--- src/rtl/ara_pkg.sv ---
// Shared lane definitions: instruction ID tag type and the mask-port indices of the functional units.
package ara_pkg;

    localparam int NrVInsn = 8;

    typedef logic [$clog2(NrVInsn)-1:0] vid_t;

    localparam int NrMaskFUnits = 2;
    localparam int MaskFUAlu    = 0;
    localparam int MaskFUMFpu   = 1;

endpackage

--- src/rtl/vfu_mask_fifo.sv ---
// Per-FU mask buffer: circular FIFO of Depth entries with flush and a stale-head drop port.
module vfu_mask_fifo #(
    parameter int  Depth   = 2,
    parameter type entry_t = logic
) (
    input  logic   clk_i,
    input  logic   rst_ni,
    input  logic   push_i,
    input  entry_t data_i,
    input  logic   pop_i,
    input  logic   flush_i,
    input  logic   drop_i,
    output logic   full_o,
    output logic   empty_o,
    output entry_t head_o
);

    localparam int PtrW = (Depth > 1) ? $clog2(Depth) : 1;
    localparam int CntW = $clog2(Depth + 1);

    entry_t          mem [Depth];
    logic [PtrW-1:0] wr_ptr;
    logic [PtrW-1:0] rd_ptr;
    logic [CntW-1:0] count;
    logic            advance;

    // Depth need not be a power of two, so wrap explicitly.
    function automatic logic [PtrW-1:0] next_ptr(input logic [PtrW-1:0] p);
        return (p == PtrW'(Depth - 1)) ? '0 : p + PtrW'(1);
    endfunction

    assign empty_o = (count == '0);
    assign full_o  = (count == CntW'(Depth));
    assign advance = (pop_i | drop_i) & ~empty_o;
    assign head_o  = mem[rd_ptr];

    always_ff @(posedge clk_i or negedge rst_ni) begin
        if (!rst_ni) begin
            wr_ptr <= '0;
            rd_ptr <= '0;
            count  <= '0;
        end else if (flush_i) begin
            wr_ptr <= '0;
            rd_ptr <= '0;
            count  <= '0;
        end else begin
            if (push_i) begin
                wr_ptr <= next_ptr(wr_ptr);
            end
            if (advance) begin
                rd_ptr <= next_ptr(rd_ptr);
            end
            if (push_i && !advance) begin
                count <= count + CntW'(1);
            end else if (!push_i && advance) begin
                count <= count - CntW'(1);
            end
        end
    end

    always_ff @(posedge clk_i) begin
        if (push_i && !flush_i) begin
            mem[wr_ptr] <= data_i;
        end
    end

endmodule

--- src/rtl/vfu_mask_router.sv ---
// Routes tagged mask beats from the mask unit into one buffer per functional unit, matched on instruction ID.
module vfu_mask_router
    import ara_pkg::*;
#(
    parameter int NrFUs     = NrMaskFUnits,
    parameter int MaskDepth = 2,
    parameter int StrbWidth = 8
) (
    input  logic                            clk_i,
    input  logic                            rst_ni,
    input  logic [StrbWidth-1:0]            mask_i,
    input  vid_t                            mask_vid_i,
    input  logic                            mask_valid_i,
    output logic                            mask_ready_o,
    input  vid_t [NrFUs-1:0]                fu_vid_i,
    input  logic [NrFUs-1:0]                fu_vid_valid_i,
    input  logic [NrFUs-1:0]                fu_flush_i,
    output logic [NrFUs-1:0][StrbWidth-1:0] fu_mask_o,
    output logic [NrFUs-1:0]                fu_mask_valid_o,
    input  logic [NrFUs-1:0]                fu_mask_ready_i,
    output logic                            multi_match_o
);

    localparam int VidW   = $bits(vid_t);
    localparam int EntryW = StrbWidth + VidW;
    localparam int TgtW   = (NrFUs > 1) ? $clog2(NrFUs) : 1;

    logic [NrFUs-1:0]  match;
    logic [NrFUs-1:0]  full;
    logic [NrFUs-1:0]  empty;
    logic [NrFUs-1:0]  push;
    logic [NrFUs-1:0]  pop;
    logic [NrFUs-1:0]  drop;
    logic [NrFUs-1:0]  head_ok;
    logic [EntryW-1:0] head [NrFUs];
    logic [TgtW-1:0]   target;
    logic              any_match;
    logic              multi_match_q;

    // Descending scan so the lowest matching index is the one left standing.
    always_comb begin
        target = '0;
        for (int f = NrFUs - 1; f >= 0; f--) begin
            if (match[f]) begin
                target = TgtW'(f);
            end
        end
    end

    assign any_match    = |match;
    assign mask_ready_o = any_match & ~fu_flush_i[target] & (~full[target] | pop[target]);

    for (genvar f = 0; f < NrFUs; f++) begin : gen_fu
        vid_t head_vid;

        assign match[f]           = mask_valid_i & fu_vid_valid_i[f] & (fu_vid_i[f] == mask_vid_i);
        assign push[f]            = mask_valid_i & mask_ready_o & (target == TgtW'(f));
        assign head_vid           = head[f][VidW-1:0];
        assign head_ok[f]         = fu_vid_valid_i[f] & (head_vid == fu_vid_i[f]);
        assign fu_mask_valid_o[f] = ~empty[f] & head_ok[f];
        assign fu_mask_o[f]       = head[f][EntryW-1:VidW];
        assign pop[f]             = fu_mask_valid_o[f] & fu_mask_ready_i[f];
        // A head whose tag no longer belongs to the FU can never be consumed.
        assign drop[f]            = ~empty[f] & ~head_ok[f];

        vfu_mask_fifo #(
            .Depth   (MaskDepth),
            .entry_t (logic [EntryW-1:0])
        ) i_fifo (
            .clk_i   (clk_i),
            .rst_ni  (rst_ni),
            .push_i  (push[f]),
            .data_i  ({mask_i, mask_vid_i}),
            .pop_i   (pop[f]),
            .flush_i (fu_flush_i[f]),
            .drop_i  (drop[f]),
            .full_o  (full[f]),
            .empty_o (empty[f]),
            .head_o  (head[f])
        );
    end

    always_ff @(posedge clk_i or negedge rst_ni) begin
        if (!rst_ni) begin
            multi_match_q <= 1'b0;
        end else if ((match & (match - NrFUs'(1))) != '0) begin
            multi_match_q <= 1'b1;
        end
    end

    assign multi_match_o = multi_match_q;

endmodule

--- config.mk ---
export PLATFORM = sky130hd
export DESIGN_NAME = vfu_mask_router
export DESIGN_NICKNAME = d
export VERILOG_FILES = /design/src/rtl/ara_pkg.sv /design/src/rtl/vfu_mask_fifo.sv /design/src/rtl/vfu_mask_router.sv
export SDC_FILE = /design/constraint.sdc
export NUM_CORES = 1
export LEC_CHECK = 0
export ABC_AREA = 1
export BUFFER_PORTS_ARGS = -buffer_cell sky130_fd_sc_hd__buf_2
export CORE_MARGIN = 3
export CORE_UTILIZATION = 31
export DETAILED_ROUTE_END_ITERATION = 16
export PLACE_DENSITY_LB_ADDON = 0.05
export SKIP_LAST_GASP = 1
export SLEW_MARGIN = 20
export SYNTH_ARGS = -nofsm -noshare
export SYNTH_HDL_FRONTEND = slang
export SYNTH_HIERARCHICAL = 1
export SYNTH_SLANG_ARGS = --single-unit
export TNS_END_PERCENT = 5
--- constraint.sdc ---
create_clock -name clk_i -period 3 [get_ports clk_i]
set_input_delay 0.15 -clock clk_i [delete_from_list [all_inputs] [get_ports clk_i]]
set_output_delay 0.15 -clock clk_i [all_outputs]
set_load 0.02 [all_outputs]
==> metrics.md <==
| Metric | Value |
|---|---|
| Status | `finished, final reports clean` |
| Crit path cell chain | `buf_4, nand2_1, nand2_1, nand2_1, nand2_1, nor2_1, nand4_1, nand2_1, nand2_1, nand2_1, nand2_1, nor2_1, nand2_2, nor2_1, buf_4` |
| Max Cap Viol | `0` |
| Post-CTS Resized | `0` |
| Leakage power total | `1.47 nW` |
| Initial DRT Pass Iterations | `4` |
| Final Hold Vio Count | `0` |
| Final #Nets | `369` |
| Hold Path End | `gen_fu[1].i_fifo/mem[1][6]` |
| Worst path slowest cell | `dfrtp_1` |
| Vias in the first global route | `1780` |
| Highest-count cells in the layout ignoring fill and taps | `nand2_1 (130), buf_2 (45), edfxtp_1 (44), inv_1 (36), nor2_1 (22)` |
| Max Freq | `395 MHz` |
| Rel. slew slack | `75.6%` |
| Family with the most delay on the worst path | `simple AND/OR/NAND/NOR gates` |
| Final worst path period need | `2.53 ns` |
| Starting Density | `32.2%` |
| Global-route wire length before repair | `8.72 mm` |
| Total congestion overflow | `0` |
| FF-to-FF path depth | `15` |
| Layout cells sized above 1 | `21.3%` |
| Fill cells | `812` |
| Crit Path Class | `reg -> reg` |
| CTS tree | `built` |
| Vias | `1873` |
| CP max FO | `13` |
| Critical Path Start | `gen_fu[0].i_fifo/rd_ptr` |
| Horiz. Die Dim | `95.8 µm` |
| Vias per Instance | `4.22` |
| RSZ-0062 raised after global routing | `no` |
| Netlist cell types | `20` |
| Clock Path Buffers | `2` |
| Worst r2r src | `gen_fu[0].i_fifo/rd_ptr` |
| Largest stage delay, worst path | `0.39 ns` |
| Area added between synthesis and finish | `19.6%` |
| Tot Pwr | `0.00141 W` |
| I/O Buffers | `45` |
| Synthesized Nets | `312` |
| N_diodes | `0` |
| Initial antenna violation count | `0` |
| Cells after Synth | `284` |
| Commonest non-fill, non-tap cell in the layout | `nand2_1` |
| Worst hold slack | `0.0542 ns` |
| Worst R2R Setup Slack | `0.47 ns` |
| Total detailed-routing wirelength | `5.67 mm` |
| CP Data Required Time | `3.01 ns` |
| Avg Inst Size Synth | `8.81 µm²` |
| Mapped cell area | `2500 µm²` |
| Startpoint Class | `flip-flop` |
| Synth top area cells | `edfxtp_1 (53%), nand2_1 (20%), dfrtp_1 (9.0%)` |
| Cell depth of the worst hold path | `1` |
| Final Cycle Share | `84.4%` |
| Routability cong. | `0.797` |
| GRT Overall Usage | `12.9%` |
| Final Max Slew Viols | `0` |
| HP Start | `mask_i[3]` |
| Full die area | `9190 µm²` |
| #FFs+latches synth | `53` |
| Drt wl/cell | `12.8 µm` |
| Core Region | `7770 µm²` |
| Clk slew on worst S/H paths | `0.10 ns` |
| Ys Warns | `6` |
| CTS buffer count | `5` |
| CTS root buffer | `clkbuf_8` |
| Synth top area share | `52.8%` |
| Yosys top cell by area | `edfxtp_1` |
| Setup Skew | `0.00781 ns` |
| Worst setup EP type | `flip-flop` |
| Sink Count | `53` |
| Clock latency on the worst-skew pair | `0.31 ns` |
| Post-route ant nets | `0` |
| RR Endpoint | `gen_fu[0].i_fifo/mem[1][8]` |
| Drt drc | `0` |
| Final Util | `38.5%` |
| Worst Path Arrival | `2.54 ns` |
| # Post-CTS Setup Buffers | `0` |
| HP Class | `in -> reg` |
| VDD IR max | `0.000204 V` |
| Cell mode on critical path | `nand2_1` |
| Io pins | `46` |
| Endpoints failing setup | `0` |
| WP buf/inv | `2` |
| PwrDens | `471 nW/µm²` |
| Rows | `32` |
| Setup TNS Final | `0 ns` |
| DRC violation total after the first TritonRoute iteration | `79` |
| Final HPWL DP | `4.29 mm` |
| # H-tree levels | `2` |
| Tightest Pin Transition | `0.364 ns` |
| Largest net degree at the start of global routing | `18` |
| Post-synthesis sequential area ratio | `61.8%` |
| Chip Height | `95.8 µm` |
-- how the worst max path moves through the flow --
stage,slack (ns),cells after the start,end
3_5_place_dp,0.49,15,gen_fu[0].i_fifo/mem[0][0]
2_1_floorplan,0.46,16,gen_fu[1].i_fifo/mem[1][0]
6_report,0.47,15,gen_fu[0].i_fifo/mem[1][8]
5_1_grt,0.17,16,gen_fu[0].i_fifo/mem[1][8]
3_3_place_gp,0.50,16,gen_fu[0].i_fifo/mem[1][0]
4_1_cts,0.46,15,gen_fu[0].i_fifo/mem[0][2]
-- routing by layer --
metal | up-vias | GRT usage, % | routed length (µm) | part of all wire, %
li1 | 995 | - | - | -
met2 | 30 | 19.4 | 2450 | 43
met4 | 0 | 3.55 | 48 | 0.85
met5 | - | 0 | 0 | 0
met3 | 4 | 3.05 | 242 | 4.3
met1 | 844 | 18.5 | 2930 | 52
-- cell families (layout without fill, tap and decap cells) --
| group | count (synthesis) | in the layout | synth area share [%] |
|---|---|---|---|
| AOI/OAI and AO/OA | 8 | 8 | 2.00 |
| adders and majority gates | 2 | 2 | 1.00 |
| buffers and inverters | 44 | 102 | 6.80 |
| DFF | 53 | 53 | 61.8 |
| and+or+nand+nor | 177 | 177 | 28.4 |
-- stage by stage --
step	setup WS (ns)	cell area, µm²	instances
finish	0.468	2990	444
floorplan	0.462	2500	284
detailed placement	0.487	2900	435
global route	0.165	2990	444
global placement	0.498	2900	435
CTS	0.462	2990	444
-- sequential cells by signal, summed over array words and instances (netlist names) --
register / cells
gen_fu.i_fifo/wr_ptr: 2
gen_fu.i_fifo/rd_ptr: 2
gen_fu.i_fifo/count: 4
gen_fu.i_fifo/mem: 44
multi_match_o: 1
-- report_power, final --
part | total (W) | switching (W) | internal, W
registers | 0.000809 | 0.00000490 | 0.000804
clock network | 0.000399 | 0.000235 | 0.000165
logic | 0.000203 | 0.000136 | 0.0000668
total | 0.00141 | 0.000376 | 0.00104
-- what timing repair did --
action                                  4_1_cts  5_1_grt
hold endpoints to repair                      9        0
hold buffers                                  1        0
endpoints found under the setup margin        0        0
-- cells in the mapped netlist, drive strengths merged --
library cell / n
nand4: 1
nand2: 132
nor3: 2
dfrtp: 9
inv: 40
o21bai: 1
nor2: 27
nand3b: 1
ha: 2
edfxtp: 44
o21ai: 4
nand3: 12
or2: 2
buf: 4
a21oi: 3
-- cell type report --
| cell class | count | area (µm²) | share of cell area (%) |
|---|---|---|---|
| multi-input cells | 187 | 786 | 26.2 |
| flip-flops and latches | 53 | 1550 | 51.7 |
| clock buffers | 5 | 68.8 | 2.30 |
| inverters | 40 | 150 | 5.01 |
| repair buffers | 54 | 295 | 9.86 |
| clock inverters | 3 | 20.0 | 0.669 |
| well taps | 102 | 128 | 4.26 |
(Power assumes the default switching activity.)
